File: src/rtl/gf251_inv.sv
// gf251_inv: multiplicative inverse in GF(251) via Fermat's little theorem.
// c = a^249 mod 251 is computed by left-to-right square-and-multiply over the
// fixed exponent 8'b1111_1001. One shared 8x8 multiplier and a Barrett reducer
// are time-shared; every modular operation takes exactly four cycles.
// The schedule never depends on the operand, so the block runs in constant time.
//
// Handshake: i_start is a one-cycle request, taken only while o_busy is low.
// i_a is captured with it. o_busy stays high from the cycle after acceptance
// up to and including the cycle where o_done pulses. o_c is valid from o_done
// and holds until the next o_done.
module gf251_inv (
  input  logic       i_clk,
  input  logic       i_rst,
  input  logic       i_start,
  input  logic [7:0] i_a,
  output logic [7:0] o_c,
  output logic       o_done,
  output logic       o_busy
);

  typedef enum logic [2:0] {
    S_IDLE = 3'd0,
    S_LOAD = 3'd1,
    S_SQR  = 3'd2,
    S_MUL  = 3'd3,
    S_DONE = 3'd4
  } state_t;

  // p - 2 = 249, scanned from bit 7 down to bit 0
  localparam logic [7:0] EXP_BITS = 8'hF9;

  state_t      state_q, state_d;
  logic        req_q, req_d;      // request accepted, LOAD follows next cycle
  logic [7:0]  a_q, a_d;          // canonical operand 0..250
  logic [7:0]  acc_q, acc_d;      // running power, always 0..250
  logic [2:0]  bit_q, bit_d;      // exponent bit index, 7 down to 0
  logic [1:0]  ph_q, ph_d;        // phase within one modular operation
  logic [15:0] p_q, p_d;          // raw 16-bit product
  logic [7:0]  q_q, q_d;          // Barrett quotient estimate
  logic [9:0]  r_q, r_d;          // signed remainder, -250..250
  logic [7:0]  c_q, c_d;          // published result

  logic [7:0]  mul_b;
  logic [15:0] prod;
  logic [7:0]  q_est;
  logic [9:0]  r_est;
  logic [7:0]  acc_new;
  logic [7:0]  a_canon;

  // Shared datapath: multiplier, Barrett quotient, remainder, final correction
  always_comb begin
    mul_b   = (state_q == S_MUL) ? a_q : acc_q;
    prod    = {8'd0, acc_q} * {8'd0, mul_b};
    // 262/2^16 slightly overestimates 1/251, so q is exact or one too large
    q_est   = 8'(({8'd0, p_q} * 24'd262) >> 16);
    r_est   = 10'({1'b0, p_q} - (17'(q_q) * 17'd251));
    acc_new = 8'(r_q[9] ? (r_q + 10'd251) : r_q);
    a_canon = (i_a >= 8'd251) ? (i_a - 8'd251) : i_a;
  end

  // Next-state logic: request capture, operation sequencing, result publication
  always_comb begin
    state_d = state_q;
    req_d   = req_q;
    a_d     = a_q;
    acc_d   = acc_q;
    bit_d   = bit_q;
    ph_d    = ph_q;
    p_d     = p_q;
    q_d     = q_q;
    r_d     = r_q;
    c_d     = c_q;
    unique case (state_q)
      S_IDLE: begin
        if (req_q) begin
          req_d   = 1'b0;
          state_d = S_LOAD;
        end else if (i_start) begin
          req_d = 1'b1;
          a_d   = a_canon;
        end
      end
      S_LOAD: begin
        acc_d   = 8'd1;
        bit_d   = 3'd7;
        ph_d    = 2'd0;
        state_d = S_SQR;
      end
      S_SQR, S_MUL: begin
        ph_d = ph_q + 2'd1;
        unique case (ph_q)
          2'd0: p_d = prod;
          2'd1: q_d = q_est;
          2'd2: r_d = r_est;
          default: begin
            acc_d = acc_new;
            if ((state_q == S_SQR) && EXP_BITS[bit_q]) begin
              state_d = S_MUL;
            end else if (bit_q != 3'd0) begin
              bit_d   = bit_q - 3'd1;
              state_d = S_SQR;
            end else begin
              c_d     = acc_new;
              state_d = S_DONE;
            end
          end
        endcase
      end
      S_DONE: begin
        state_d = S_IDLE;
      end
      default: begin
        state_d = S_IDLE;
      end
    endcase
  end

  // State and datapath registers; reset aborts any operation in flight
  always_ff @(posedge i_clk or posedge i_rst) begin
    if (i_rst) begin
      state_q <= S_IDLE;
      req_q   <= 1'b0;
      a_q     <= 8'd0;
      acc_q   <= 8'd0;
      bit_q   <= 3'd0;
      ph_q    <= 2'd0;
      p_q     <= 16'd0;
      q_q     <= 8'd0;
      r_q     <= 10'd0;
      c_q     <= 8'd0;
    end else begin
      state_q <= state_d;
      req_q   <= req_d;
      a_q     <= a_d;
      acc_q   <= acc_d;
      bit_q   <= bit_d;
      ph_q    <= ph_d;
      p_q     <= p_d;
      q_q     <= q_d;
      r_q     <= r_d;
      c_q     <= c_d;
    end
  end

  // Outputs decoded from registered state only
  always_comb begin
    o_c    = c_q;
    o_done = (state_q == S_DONE);
    o_busy = req_q || (state_q != S_IDLE);
  end

endmodule
File: config.mk
export PLATFORM = sky130hd
export DESIGN_NAME = gf251_inv
export DESIGN_NICKNAME = d
export VERILOG_FILES = /design/src/rtl/gf251_inv.sv
export SDC_FILE = /design/constraint.sdc
export NUM_CORES = 1
export LEC_CHECK = 0
export CORE_UTILIZATION = 65
export CTS_CLUSTER_SIZE = 12
export DETAILED_ROUTE_END_ITERATION = 7
export PLACE_DENSITY = 0.84
export SKIP_LAST_GASP = 1
export SLEW_MARGIN = 20
export SYNTH_ARGS = -nofsm -noshare
export SYNTH_HDL_FRONTEND = slang
export SYNTH_SLANG_ARGS = --single-unit
File: constraint.sdc
create_clock -name i_clk -period 9.9 [get_ports i_clk]
set_input_delay 0.99 -clock i_clk [delete_from_list [all_inputs] [get_ports i_clk]]
set_output_delay 0.99 -clock i_clk [all_outputs]
set_load 0.02 [all_outputs]
==> results of run 1 <==
[worst reg2reg max path, cell delays in order, from the launching register on]
cell	delay [ps]
dfrtp_1	480
nor2b_4	420
nand2_2	340
mux2i_1	530
nand2b_1	190
fa_1	430
fa_1	490
inv_1	70
fa_1	550
inv_1	60
fa_1	520
inv_1	40
ha_1	330
o21ai_0	130
a21oi_1	270
o211ai_1	180
a21boi_0	270
nor3_1	80
o31ai_1	230
[power by group]
part / total [mW] / leakage, nW / switching [mW] / internal, mW
Clock: 0.332 / 0.150 / 0.127 / 0.204
Combinational: 0.0118 / 3.14 / 0.00719 / 0.00459
Sequential: 0.270 / 0.903 / 0 / 0.270
[registers in the layout, summed over array words and instances (netlist names)]
register,cells
ph_q,2
req_q,1
r_q,9
o_c,8
q_q,8
p_q,16
state_q,3
acc_q,8
a_q,8
bit_q,3
[per-stage QoR]
stage                     hold slack (ps)  setup slack (ps)  instance area [um2]
final                                 517              4180                 8230
after floorplan                       462              5040                 7640
after CTS                             524              4250                 8230
after detailed placement              501              4280                 7920
after global placement                493              4480                 7920
after global routing                  535              3820                 8230
[final timing paths]
path                                             to  slack (ps)
worst max-delay path            p_q[11]$_DFFE_PP0P_        4180
worst min-delay path             a_q[6]$_DFFE_PP0P_         520
worst max register to register  p_q[11]$_DFFE_PP0P_        4180
worst min register to register   a_q[6]$_DFFE_PP0P_         520
max in group asynchronous        p_q[4]$_DFFE_PP0P_        8100
min in group asynchronous        r_q[2]$_DFFE_PP0P_        1260
[kinds of logic after synthesis]
family	after synthesis
muxes	17
buffers and inverters	178
adders and majority gates	189
xor gates and xnor gates	34
and+or+nand+nor	202
AOI/OAI and AO/OA	143
DFF	66
[per-layer routing]
| layer | GRT usage (%) | vias to the layer above |
|---|---|---|
| met3 | 3.84 | 32 |
| met2 | 53.6 | 151 |
| li1 | - | 2724 |
| met4 | 10.7 | 0 |
| met5 | 0 | - |
| met1 | 37.2 | 2797 |
[placed cells by master, fill, tap and decap left out, types with 3 or more instances in the layout]
cell and instances:
nor2b_1 17, mux2i_1 5, nand3_1 14, nor2_1 33, a21oi_1 23, a31oi_1 4, a21o_1 8, o21ai_1 8
xor2_1 13, a22oi_1 3, o21ai_0 46, nor3_1 12, nand2_1 77, o21a_1 13, nand4_1 5, and3_1 6
dfrtp_1 66, a22o_1 3, inv_1 156, and2_1 19, o31ai_1 7, fa_1 68, ha_1 121, clkbuf_16 9
mux2_2 10, xnor2_1 21, nand2b_1 8, clkdlybuf4s50_1 20, a21oi_2 6
[layout make-up]
type / instances / share of cell area, %
clock buffer: 10 / 2.90
clock inverter: 6 / 0.881
inverter: 157 / 7.16
multi-input combinational: 585 / 64.3
sequential: 66 / 20.1
tap: 143 / 2.17
timing repair buffer: 21 / 2.52
==> impl_metrics.yaml, run 1 <==
drt:
  wl_met1_um: 7110
  drt_first_pass_iters: 5
  routed_via_density: 5.77
  drt_iter0_markers: 343
  drcViolationCount: 0
  wirelength_um: 16900
  ant_nets: 0
  top_layer_used: "met4"
  vias: 5704
  dr_wl_met2_um: 8710
  wl_met3_um: 652
  wire_per_inst_um: 17.1
yosys:
  synthAdderAreaFrac_pct: 37.6
  synth_edf_count: 0
  synthesis.area_um2: 7640
  synth_compound_area_share_pct: 12.1
  async_flop_share_pct: 100
  synth_cells: 829
  yosysTopAreaCellShare_pct: 21.6
  yosys-top-cells-count: "inv_1, ha_1, nand2_1"
  synth.most_common_cell: "inv_1"
  synth-simple-area-share_pct: 13.0
  synth_top_area_cell: "dfrtp_1"
  synth_xor_area_share_pct: 3.90
  synth-seq-cells: 66
  ys_seq_area_share_pct: 21.6
  post_synth.cell_area_avg_um2: 9.22
  synth_area_leaders: "dfrtp_1, ha_1, fa_1, inv_1, nand2_1"
  synth_cell_type_count: 56
  ys.flop_type: "dfrtp_1"
  synth_top_family_by_area: "adder cells"
  synth_nets: 1029
  synth_mux_area_share_pct: 2.72
  yosys_warnings: 0
sta:
  max_freq_mhz: 175
  slew_violations: 0
  clock_skew_ps: 7.13
  period_share_pct: 57.8
  finalCriticalPeriod_ps: 5720
  worst_pin_slew_ps: 842
  hold_violations: 0
  rsz0062_at_grt: "no"
  finalSetupViolations: 0
  fin_tns_setup_ps: 0
  maxSlewHeadroom_pct: 43.9
power:
  leakage_nw: 4.19
  ir_drop_uv: 90.8
  power_mw: 0.613
  cellPowerDensity_nw_per_um2: 74.5
place:
  dp_hpwl_um: 13300
  globalplace.congestion: 0.909
  post-place-cells: 972
  io_buffers: 20
final_layout:
  multiInputGateArea_um2: 5300
  ff_latch_area_um2: 1650
  finalNetCount: 1040
  drive_above_1_share_pct: 5.44
  insertedDiodeCount: 0
  fin_cells: 988
  nFillCells: 840
  post-route-util_pct: 72.1
  area_growth_pct: 7.78
setup_path:
  required_ps: 10140
  rr_worst_depth: 18
  crit_path_start_kind: "register"
  path_depth: 18
  arrival_ps: 5960
  critPathMaxFanout: 16
  crit_buf_inv: 3
  rr_startpoint: "state_q[1]$_DFFE_PP0P_"
  critical-path-max-stage-delay_ps: 550
  slowest_stage: "fa_1"
  crit_top_cell: "fa_1"
  critPathTopFamily: "adder cells"
  startpoint: "state_q[1]$_DFFE_PP0P_"
  worstSetupPathType: "register to register"
  path_cells: "nor2b_4, nand2_2, mux2i_1, nand2b_1, fa_1, fa_1, inv_1, fa_1, inv_1, fa_1, inv_1, ha_1, o21ai_0, a21oi_1, o211ai_1, a21boi_0, nor3_1, o31ai_1"
  cp-end-kind: "register"
clock_tree:
  clock_sinks: 66
  clock_tree.root_cell: "clkbuf_16"
  postCtsSetupBuffers: 0
  cts_tree: "done"
  ctsResizeCount: 0
  clock_tree.buffer_depth: 2
  clkTransAtPathRegs_ps: 60
  numCtsBuffers: 9
  htreeDepth: 3
  clock_latency_ps: 340
  hold_buffers: 0
floorplanning:
  chipHeight_um: 110
  die_width_um: 110
  core_um2: 11400
  initial_utilization_pct: 66.9
  ios: 21
  std_cell_rows: 39
  dieArea_um2: 12200
global_route:
  grt_max_degree: 67
  antenna_found_initial: 0
  grt_usage_pct: 30.0
  grt_pass1_vias: 6193
  gr-total-overflow: 0
  grt_first_pass_wirelength_um: 29400
hold_path:
  hold_path_class: "register to register"
  worst_hold_startpoint: "a_q[6]$_DFFE_PP0P_"
  min_path_cells: 2
outcome:
  status: "finished clean"
job:
  drv_cap: 0
Note: power is estimated with default switching activity, not from simulation.
==> run 2: changes to the inputs <==
CORE_UTILIZATION = 58   (was 65)
PLACE_DENSITY = 0.8   (was 0.84)
clock period = 5.2 ns   (was 9.9 ns; I/O delays follow)
==> impl_metrics.yaml, run 2 (synthesized netlist as in run 1, its figures left out) <==
clock_tree:
  clock_sinks: 66
  htreeDepth: 3
  clkTransAtPathRegs_ps: 60
  clock_latency_ps: 350
  postCtsSetupBuffers: 0
  numCtsBuffers: 9
  clock_tree.root_cell: "clkbuf_16"
  clock_tree.buffer_depth: 2
  cts_tree: "done"
floorplanning:
  core_um2: 12700
  ios: 21
  die_width_um: 117
  dieArea_um2: 13600
  std_cell_rows: 41
  initial_utilization_pct: 60.1
  chipHeight_um: 117
sta:
  worst_pin_slew_ps: 864
  rsz0062_at_grt: "no"
  slew_violations: 0
  finalCriticalPeriod_ps: 4930
  whs_ps: 506
  max_freq_mhz: 203
  period_share_pct: 94.7
  clock_skew_ps: 10.6
  hold_violations: 0
  fin_tns_setup_ps: 0
  finalSetupViolations: 0
  maxSlewHeadroom_pct: 42.4
hold_path:
  min_to: "a_q[6]$_DFFE_PP0P_"
  min_path_cells: 2
  hold_path_class: "register to register"
  worst_hold_startpoint: "a_q[6]$_DFFE_PP0P_"
global_route:
  grt_max_degree: 67
  antenna_found_initial: 0
  gr-total-overflow: 0
  globalRouteMet3Util_pct: 3.66
  grt_pass1_vias: 5691
  grt_util_met2_pct: 44.9
  grt_use_met1_pct: 33.4
  grt_usage_pct: 25.9
  grt.busiest_layer: "met2"
  grt_first_pass_wirelength_um: 27000
setup_path:
  ff2ff_setup_slack_ps: 270
  cp-end-kind: "register"
  worstSetupPathType: "register to register"
  arrival_ps: 5130
  required_ps: 5400
  rr_startpoint: "state_q[1]$_DFFE_PP0P_"
  reg2reg_to: "p_q[12]$_DFFE_PP0P_"
  critPathMaxFanout: 11
  crit_path_start_kind: "register"
  rr_worst_depth: 17
final_layout:
  top_register: "p_q"
  finalNetCount: 1052
  final_common_cell: "inv_1"
  post-route-util_pct: 65.9
  final_cell_mix: "inv_1, ha_1, nand2_1, fa_1, dfrtp_1"
  reg_top3: "p_q x16, r_q x9"
  insertedDiodeCount: 0
  area_growth_pct: 9.81
  drive_above_1_share_pct: 6.88
  largest_register_ffs: 16
drt:
  drt_first_pass_iters: 5
  wire_per_inst_um: 15.1
  ant_nets: 0
  wirelength_um: 15600
  drt_iter0_markers: 205
  vias: 5657
  routed_via_density: 5.50
  drcViolationCount: 0
power:
  leakage_nw: 4.27
  ir_drop_uv: 214
  cellPowerDensity_nw_per_um2: 146
place:
  globalplace.congestion: 0.875
  io_buffers: 20
  dp_hpwl_um: 12200
job:
  drv_cap: 0
outcome:
  status: "finished clean"
-- run 2: cell count changes in the layout (fill, tap and decap cells not counted), sizes merged --
cell	change
clkinvlp	-1
clkinv	-1
inv	+2
bufinv	+1
buf	+12
clkbuf	-1
-- run 2: final cells by class --
| cell class | instances | area, um2 |
|---|---|---|
| Multi-Input combinational cell | 585 | 5300 |
| Tap cell | 172 | 215 |
| Clock buffer | 9 | 225 |
| Timing Repair Buffer | 33 | 298 |
| Fill cell | 1030 | 4330 |
| Inverter | 157 | 589 |
| Clock inverter | 7 | 109 |
| Sequential cell | 66 | 1650 |
-- run 2: critical path, stage by stage (launching register included) --
cell and delay (ps):
dfrtp_1 380, nor2b_4 140, nand2_4 130, mux2_2 410, and2_1 190, fa_1 500, fa_1 510, fa_1 540
inv_1 60, fa_1 540, inv_1 40, ha_1 340, o21a_1 120, o21a_1 210, and3_1 200, a211oi_2 230
xor2_1 170, o21ai_1 70
-- run 2: worst max-delay path by stage --
| stage | startpoint | endpoint | slack (ps) | cells past startpoint |
|---|---|---|---|---|
| finish | state_q[1]$_DFFE_PP0P_ | p_q[12]$_DFFE_PP0P_ | 270 | 17 |
| global route | state_q[1]$_DFFE_PP0P_ | p_q[12]$_DFFE_PP0P_ | 7 | 19 |
| detailed placement | state_q[0]$_DFFE_PP0P_ | p_q[12]$_DFFE_PP0P_ | 220 | 17 |
| CTS | state_q[0]$_DFFE_PP0P_ | p_q[12]$_DFFE_PP0P_ | 200 | 16 |
| floorplan | state_q[1]$_DFFE_PP0P_ | p_q[12]$_DFFE_PP0P_ | 340 | 18 |
| global placement | state_q[0]$_DFFE_PP0P_ | p_q[12]$_DFFE_PP0P_ | 280 | 16 |
-- run 2: stage by stage --
step | area, um2 | worst slack [ps] | power [mW] | instances
global route | 8390 | 6.90 | 1.26 | 1029
global placement | 8050 | 280 | 0.546 | 1013
finish | 8390 | 275 | 1.23 | 1029
detailed placement | 8050 | 219 | 0.546 | 1013
CTS | 8380 | 203 | 1.24 | 1029
floorplan | 7640 | 340 | 0.533 | 829
-- run 2: what timing repair did --
item	4_1_cts	5_1_grt
hold buffers	0	0
hold endpoints to repair	0	0
setup endpoints to repair	0	2
resized for setup	0	2
-- run 2: per-layer routing --
metal  part of all wire, %  vias to the layer above  wire [um]
met4                   1.9                        0        303
met5                     0                        -          0
li1                      -                     2751          -
met3                   3.6                       26        555
met2                    50                      142       7720
met1                    45                     2738       6990
-- run 2: power by group --
| part | internal [mW] | switching, mW |
|---|---|---|
| registers | 0.513 | 0 |
| logic | 0.00870 | 0.0135 |
| clock network | 0.430 | 0.262 |
| total | 0.953 | 0.276 |
==> run 3: changes to the inputs <==
CORE_UTILIZATION = 60   (was 58)
DONT_BUFFER_PORTS = 1   (was unset)
==> impl_metrics.yaml, run 3 (synthesized netlist as in run 1, its figures left out) <==
outcome:
  status: "finished clean"
global_route:
  gr-total-overflow: 0
  grt_max_degree: 67
  antenna_found_initial: 0
  grt_pass1_vias: 6134
  grt_first_pass_wirelength_um: 28400
  grt_usage_pct: 27.7
floorplanning:
  std_cell_rows: 40
  dieArea_um2: 13200
  chipHeight_um: 115
  initial_utilization_pct: 62.6
  die_width_um: 115
  core_um2: 12200
  ios: 21
final_layout:
  final_cell_mix: "inv_1, ha_1, nand2_1, fa_1, dfrtp_1"
  multiInputGateArea_um2: 5300
  largest_register_ffs: 16
  top_register: "p_q"
  final_common_cell: "inv_1"
  drive_above_1_share_pct: 6.83
  insertedDiodeCount: 0
  area_growth_pct: 6.93
  fin_cells: 1003
  reg_top3: "p_q x16, r_q x9"
  finalNetCount: 1030
  nFillCells: 943
  ff_latch_area_um2: 1650
clock_tree:
  numCtsBuffers: 9
  clock_latency_ps: 350
  clock_tree.buffer_depth: 2
  clock_sinks: 66
  htreeDepth: 3
  clock_tree.root_cell: "clkbuf_16"
  postCtsSetupBuffers: 0
  cts_tree: "done"
  clkTransAtPathRegs_ps: 60
hold_path:
  hold_path_class: "input pin to async pin"
sta:
  maxSlewHeadroom_pct: 44.2
  slew_violations: 0
  finalSetupViolations: 0
  period_share_pct: 95.1
  worst_pin_slew_ps: 837
  fin_tns_setup_ps: 0
  rsz0062_at_grt: "no"
  max_freq_mhz: 202
  finalCriticalPeriod_ps: 4950
  hold_violations: 0
  setup_slack_ps: 254
  clock_skew_ps: 9.61
setup_path:
  rr_startpoint: "state_q[2]$_DFFE_PP0P_"
  crit_path_start_kind: "register"
  critPathMaxFanout: 11
  arrival_ps: 5140
  endpoint: "p_q[12]$_DFFE_PP0P_"
  ff2ff_setup_slack_ps: 250
  reg2reg_to: "p_q[12]$_DFFE_PP0P_"
  worstSetupPathType: "register to register"
  startpoint: "state_q[2]$_DFFE_PP0P_"
  cp-end-kind: "register"
  required_ps: 5400
  rr_worst_depth: 18
place:
  globalplace.congestion: 0.946
  post-place-cells: 987
  dp_slack_ps: 189
  io_buffers: 0
  dp_hpwl_um: 13100
power:
  cellPowerDensity_nw_per_um2: 148
  leakage_nw: 4.18
  ir_drop_uv: 237
drt:
  wire_per_inst_um: 16.4
  drt_iter0_markers: 319
  vias: 5755
  drcViolationCount: 0
  wirelength_um: 16500
  drt_first_pass_iters: 5
  ant_nets: 0
  routed_via_density: 5.74
job:
  drv_cap: 0
run 3: cell count changes in the layout (fill, tap and decap cells not counted), sizes merged:
cell	before	now
buf	13	11
clkbuf	9	10
clkdlybuf4s50	20	0
inv	161	160
run 3: worst min path at each step:
stage / start / endpoint / slack [ps] / cells past startpoint
global placement: r_q[7]$_DFFE_PP0P_ / r_q[7]$_DFFE_PP0P_ / 500 / 2
global route: i_a[3] / a_q[3]$_DFFE_PP0P_ / 310 / 1
detailed placement: r_q[7]$_DFFE_PP0P_ / r_q[7]$_DFFE_PP0P_ / 500 / 2
floorplan: a_q[6]$_DFFE_PP0P_ / a_q[6]$_DFFE_PP0P_ / 460 / 2
CTS: i_a[3] / a_q[3]$_DFFE_PP0P_ / 300 / 1
finish: i_rst / r_q[6]$_DFFE_PP0P_ / 300 / 2
run 3: cell type report:
cell class | instances | area share [%]
clock inverter | 6 | 1.16
clock buffer | 10 | 2.93
multi-input combinational | 585 | 64.9
inverter | 157 | 7.21
tap | 168 | 2.57
timing repair buffer | 11 | 1.01
sequential | 66 | 20.2
run 3: repair_timing:
action	in CTS	in global routing
hold endpoints to repair	0	0
hold buffers	0	0
gates resized for setup	0	3
setup endpoints to repair	0	4
run 3: routing by layer:
metal | global-route usage, % | wire [um]
met1 | 33.3 | 6840
met2 | 49.5 | 8430
met3 | 4.01 | 644
met4 | 11.8 | 543
met5 | 0 | 0
run 3: power by group:
| group | internal [mW] | switching, mW | total (mW) |
|---|---|---|---|
| clock network | 0.438 | 0.246 | 0.685 |
| registers | 0.514 | 0 | 0.514 |
| logic | 0.00219 | 0.0110 | 0.0132 |
| total | 0.954 | 0.257 | 1.21 |
run 3: worst max-delay path, stage by stage (launching register included):
cell and delay [ps]:
dfrtp_1 410, nor2b_4 150, nand2_4 110, mux2_2 310, nand2_1 90, fa_1 520
fa_1 560, inv_1 60, fa_1 530, inv_1 50, fa_1 530, inv_1 40
ha_1 330, o21a_1 210, o21a_1 210, and3_1 200, a211oi_2 230, xor2_1 160
o21ai_1 70
run 3: metrics by stage:
stage | util (%) | power, mW | hold WS [ps] | cell area [um2]
floorplan | - | 0.533 | 462 | 7640
global placement | 64.1 | 0.536 | 498 | 7830
detailed placement | 64.1 | 0.537 | 500 | 7830
CTS | 66.8 | 1.22 | 301 | 8160
global route | 66.9 | 1.24 | 305 | 8170
finish | 66.9 | 1.21 | 298 | 8170
